`config.mk`:
```
export PLATFORM = sky130hd
export DESIGN_NAME = fetch_controller
export DESIGN_NICKNAME = d
export VERILOG_FILES = /design/src/rtl/vr16_pkg.sv /design/src/rtl/fetch_skid_fifo.sv /design/src/rtl/fetch_controller.sv
export SDC_FILE = /design/constraint.sdc
export NUM_CORES = 1
export LEC_CHECK = 0
export BUFFER_PORTS_ARGS = -buffer_cell sky130_fd_sc_hd__buf_2
export CORE_MARGIN = 10
export CORE_UTILIZATION = 62
export CTS_BUF_LIST = sky130_fd_sc_hd__clkbuf_4
export DETAILED_ROUTE_END_ITERATION = 12
export PLACE_DENSITY = 0.88
export SETUP_SLACK_MARGIN = 0.02
export SYNTH_ARGS = -nofsm -noshare
export SYNTH_HDL_FRONTEND = slang
export SYNTH_HIERARCHICAL = 1
export SYNTH_SLANG_ARGS = --single-unit
```
`constraint.sdc`:
```
create_clock -name clk -period 3.95 [get_ports clk]
set_input_delay 0.1975 -clock clk [delete_from_list [all_inputs] [get_ports clk]]
set_output_delay 0.1975 -clock clk [all_outputs]
set_load 0.05 [all_outputs]
```
`src/rtl/vr16_pkg.sv`:
```
// Shared VR16 definitions: datapath width, opcodes and the fetch FSM state encoding.
package vr16_pkg;

  localparam int unsigned VR16_XLEN = 16;

  localparam logic [3:0] OP_ADD  = 4'h0;
  localparam logic [3:0] OP_LOAD = 4'h8;
  localparam logic [3:0] OP_BR   = 4'hC;
  localparam logic [3:0] OP_HALT = 4'hF;

  typedef enum logic [1:0] {
    StIdle   = 2'd0,
    StFetch  = 2'd1,
    StHalted = 2'd2
  } fetch_state_e;

endpackage

```
`src/rtl/fetch_skid_fifo.sv`:
```
// Two-entry in-order FIFO with flush; entry 0 is always the head so outputs come from registers.
module fetch_skid_fifo #(
  parameter int unsigned Width = 32
) (
  input  logic             clk_i,
  input  logic             rst_i,
  input  logic             flush_i,
  input  logic             wr_en_i,
  input  logic [Width-1:0] wr_data_i,
  input  logic             rd_en_i,
  output logic             valid_o,
  output logic [Width-1:0] data_o,
  output logic [1:0]       count_o
);

  logic [Width-1:0] slot0_q, slot1_q;
  logic [1:0]       count_q;

  always_ff @(posedge clk_i) begin
    if (rst_i || flush_i) begin
      slot0_q <= '0;
      slot1_q <= '0;
      count_q <= 2'd0;
    end else begin
      case ({wr_en_i, rd_en_i})
        2'b01: begin
          slot0_q <= slot1_q;
          count_q <= count_q - 2'd1;
        end
        2'b10: begin
          if (count_q == 2'd0) begin
            slot0_q <= wr_data_i;
            count_q <= 2'd1;
          end else if (count_q == 2'd1) begin
            slot1_q <= wr_data_i;
            count_q <= 2'd2;
          end
        end
        2'b11: begin
          // Simultaneous push and pop keeps the count; the new word lands behind any survivor.
          if (count_q == 2'd1) begin
            slot0_q <= wr_data_i;
          end else begin
            slot0_q <= slot1_q;
            slot1_q <= wr_data_i;
          end
        end
        default: ;
      endcase
    end
  end

  assign valid_o = (count_q != 2'd0);
  assign data_o  = slot0_q;
  assign count_o = count_q;

endmodule

```
`src/rtl/fetch_controller.sv`:
```
// VR16 fetch stage: owns the PC, drives instruction memory and feeds decode through a skid buffer.
module fetch_controller
  import vr16_pkg::*;
#(
  parameter int unsigned IMEM_DEPTH  = 256,
  parameter logic [15:0] RESET_PC    = 16'h0000,
  parameter logic [3:0]  HALT_OPCODE = OP_HALT
) (
  input  logic                 clk,
  input  logic                 reset,
  input  logic                 start,
  output logic                 imem_enable,
  output logic [VR16_XLEN-1:0] imem_address,
  input  logic [VR16_XLEN-1:0] imem_instr,
  output logic                 instr_valid,
  input  logic                 instr_ready,
  output logic [VR16_XLEN-1:0] instr,
  output logic [VR16_XLEN-1:0] instr_pc,
  input  logic                 redirect_valid,
  input  logic [VR16_XLEN-1:0] redirect_pc,
  output logic                 halted
);

  localparam logic [VR16_XLEN-1:0] PcMask = VR16_XLEN'(IMEM_DEPTH - 1);

  fetch_state_e         state_q;
  logic [VR16_XLEN-1:0] pc_q, resp_pc_q;
  logic                 inflight_q;

  logic [1:0]             buf_count, occupancy;
  logic                   pop, redir, halt_pop, issue, buf_wr, buf_flush;
  logic [2*VR16_XLEN-1:0] buf_head;

  always_comb begin
    pop       = instr_valid & instr_ready;
    redir     = redirect_valid & (state_q != StIdle);
    halt_pop  = (state_q == StFetch) & pop & (instr[15:12] == HALT_OPCODE) & ~redir;
    occupancy = buf_count + 2'(inflight_q);
    issue     = (state_q == StFetch) & ~redir &
                ((occupancy < 2'd2) | ((occupancy == 2'd2) & pop));
    // A response is only kept while still fetching and nothing squashed it this cycle.
    buf_wr    = inflight_q & (state_q == StFetch) & ~redir & ~halt_pop;
    buf_flush = redir | halt_pop;
  end

  assign imem_enable  = issue;
  assign imem_address = issue ? pc_q : '0;
  assign halted       = (state_q == StHalted);

  always_ff @(posedge clk) begin
    if (reset) begin
      state_q    <= StIdle;
      pc_q       <= RESET_PC;
      resp_pc_q  <= '0;
      inflight_q <= 1'b0;
    end else begin
      inflight_q <= issue;
      if (issue) begin
        resp_pc_q <= pc_q;
        pc_q      <= (pc_q + 16'd1) & PcMask;
      end
      unique case (state_q)
        StIdle: begin
          if (start) state_q <= StFetch;
        end
        StFetch: begin
          if (redir) begin
            pc_q <= redirect_pc & PcMask;
          end else if (halt_pop) begin
            state_q <= StHalted;
          end
        end
        StHalted: begin
          if (redir) begin
            state_q <= StFetch;
            pc_q    <= redirect_pc & PcMask;
          end
        end
        default: state_q <= StIdle;
      endcase
    end
  end

  fetch_skid_fifo #(
    .Width(2 * VR16_XLEN)
  ) u_skid (
    .clk_i    (clk),
    .rst_i    (reset),
    .flush_i  (buf_flush),
    .wr_en_i  (buf_wr),
    .wr_data_i({resp_pc_q, imem_instr}),
    .rd_en_i  (pop),
    .valid_o  (instr_valid),
    .data_o   (buf_head),
    .count_o  (buf_count)
  );

  assign {instr_pc, instr} = buf_head;

endmodule
```
==> results.yml <==
run_status:
  status: "finished clean"
hold_path:
  min_path_type: "in2reg"
clocking:
  cts_tree: "done"
  htreeDepth: 3
  cts_buffers: 9
  worst_skew_pair.late_latency_ns: 0.45
  cts-root-buf: "clkbuf_4"
  clock_tree.buffer_depth: 2
  clk_pin_slew_ns: 0.15
  cts_setup_buffers: 0
  cts_hold_buf: 15
  cts_resized: 0
  cts.sinks: 101
logic_synthesis:
  seq_area_frac_synth: 0.427
  synth_common_cells: "dfxtp_1 (101), nand2_1 (85), nand3_1 (38)"
  synthMostInstantiatedCell: "dfxtp_1"
  synth_compound_area_frac: 0.271
  yosys.area_share.simple: 0.189
  syn_inst: 544
  ys_ff_latch: 101
  synthMuxAreaShare: 0.00422
  syn-num-nets: 591
  async_reset_ff_frac: 0
  synth.distinct_cells: 49
  synth_area_um2: 4740
  synth-main-ff-cell: "dfxtp_1"
  yosysTopAreaCellShare: 0.427
  syn_avg_cell_area_um2: 8.71
  yosys-top-cells-area: "dfxtp_1 (43%), nand2_1 (6.7%), a21oi_2 (5.5%), o21ai_2 (5.5%), o221ai_1 (4.8%)"
  yosys_warnings: 6
  synth-adder-area-share: 0.0264
  yosys.area.top_type: "dfxtp_1"
  synth_edf_count: 0
  synth_top_family_by_area: "compound AO/OA/AOI/OAI gates"
  synth-xor-area-share: 0.00370
die:
  core_um2: 7330
  die_x_um: 107
  fp-row-count: 31
  start_util: 0.646
  fp.dieH_um: 107
  die_area_um2: 11500
  io-pin-count: 88
timing:
  period_needed_ns: 3.21
  final_max_slew_viol_count: 0
  finalCritPeriodShare: 0.812
  setup-violations-final: 0
  fin_tns_setup_ns: 0
  fin_skew_ns: 0.0233
  hold_violations: 0
  worst_slew_pin_slew_ns: 1.01
  fmax_mhz: 312
  rsz0062_at_grt: "false"
  slew_headroom: 0.330
run:
  maxCapViolCount: 0
global_routing:
  grtUsageTotal: 0.208
  grt_max_degree: 38
  grt_pass1_wl_um: 20100
  overflow: 0
  grt_pass1_vias: 4267
  antenna_found_initial: 0
detailed_routing:
  wl_per_cell_um: 16.8
  vias: 4377
  drcViolationCount: 0
  avgViaCountPerCell: 6.07
  firstDrtPassIters: 5
  drtIter0Drc: 290
  finalWirelength_um: 12100
  ant_nets: 0
worst_setup_path:
  startpoint_type: "flop"
  crit_required_ns: 4.33
  arrival_ns: 3.59
  worstSetupPathType: "reg2reg"
  crit_fanout: 24
  critPathCaptureType: "flop"
pwr:
  power.leakage_nw: 2.08
  ir_drop_uv: 365
  p_per_area_nw_per_um2: 492
layout:
  layout.nets: 664
  n_antenna_cell: 0
  drive_gt1_frac: 0.285
  area_growth_syn_to_layout_pct: 12.6
  instances_no_fill: 721
placed_design:
  place_congestion: 0.831
  io_buffers: 79
  dp.cells: 690
  dp_hpwl_um: 8250
## placed cells by master, fill, tap and decap left out, drive strengths merged, types with 2 or more instances in the layout
| cell type | n |
|---|---|
| a211oi | 2 |
| a21o | 2 |
| a21oi | 54 |
| a311oi | 2 |
| a31o | 3 |
| a31oi | 32 |
| and2 | 10 |
| and3 | 2 |
| and4bb | 2 |
| buf | 91 |
| clkbuf | 10 |
| clkinv | 5 |
| dfxtp | 101 |
| dlygate4sd3 | 15 |
| ha | 10 |
| inv | 27 |
| mux2i | 2 |
| nand2 | 86 |
| nand2b | 3 |
| nand3 | 38 |
| nand3b | 5 |
| nand4 | 6 |
| nor2 | 12 |
| nor2b | 2 |
| nor3 | 5 |
| nor4 | 4 |
| o21ai | 48 |
| o21bai | 2 |
| o221ai | 26 |
| or2 | 2 |
| or3 | 3 |
| xor2 | 2 |
## state kept, by name, summed over array words and instances (netlist names)
| register | flops |
|---|---|
| pc_q | 16 |
| u_skid/count_o | 2 |
| inflight_q | 1 |
| resp_pc_q | 16 |
| u_skid/data_o | 32 |
| state_q | 2 |
| u_skid/slot1_q | 32 |
## worst max-delay path: stages, from the launching register on
cell,delay (ns)
dfxtp_1,0.40
inv_1,0.09
ha_1,0.29
inv_1,0.12
nand2_1,0.12
nor3_1,0.06
or2_2,0.30
nor2_1,0.50
and2_1,0.87
nand2_1,0.16
a31oi_1,0.22
## where the power goes
group	internal [mW]	total (mW)	leakage, nW	switching, mW
Clock	0.130	0.463	0.0610	0.333
Combinational	0.253	0.947	1.20	0.694
Sequential	1.12	1.21	0.815	0.0876
Total	1.51	2.62	2.08	1.12
## routing by layer
metal / global-route usage / share of wire / vias to the layer above
li1: - / - / 2102
met3: 0.0437 / 0.092 / 25
met1: 0.256 / 0.41 / 2044
met4: 0.0887 / 0.019 / 0
met2: 0.344 / 0.48 / 206
met5: 0 / 0 / -
## through the flow
step / utilization / worst slack (ns) / hold WS (ns) / area (um2) / total power, mW
floorplan: - / 1.33 / 0.330 / 4740 / 1.95
global placement: 0.693 / 0.980 / 0.441 / 5080 / 2.13
detailed placement: 0.693 / 0.825 / 0.447 / 5080 / 2.16
CTS: 0.728 / 0.795 / 0.00487 / 5340 / 2.62
global route: 0.728 / 0.426 / 0.0127 / 5340 / 2.76
finish: 0.728 / 0.741 / 0.0195 / 5340 / 2.62
## final timing paths
path | depth (start not counted) | end | slack, ns | from
setup / recovery | 10 | u_skid/data_o[19] | 0.74 | u_skid/count_o[0]
hold / removal | 3 | pc_q[0] | 0.02 | redirect_pc[0]
setup reg to reg | 10 | u_skid/data_o[19] | 0.74 | u_skid/count_o[0]
hold reg to reg | 1 | pc_q[13] | 0.48 | pc_q[13]
## layout make-up
class | instances | area, um2
timing repair buffer | 106 | 636
multi-input combinational | 372 | 2350
tap | 99 | 124
fill | 546 | 2000
inverter | 27 | 101
sequential | 101 | 2020
clock buffer | 10 | 75.1
clock inverter | 6 | 30.0
## kinds of logic (layout without fill, tap and decap cells)
logic type	after synthesis	in the layout
adders and majority gates	10	10
AOI/OAI and AO/OA	175	175
muxes	2	2
and+or+nand+nor	183	183
xor gates and xnor gates	2	2
buffers and inverters	71	149
DFF	101	101
Note: power is estimated with default switching activity, not from simulation.
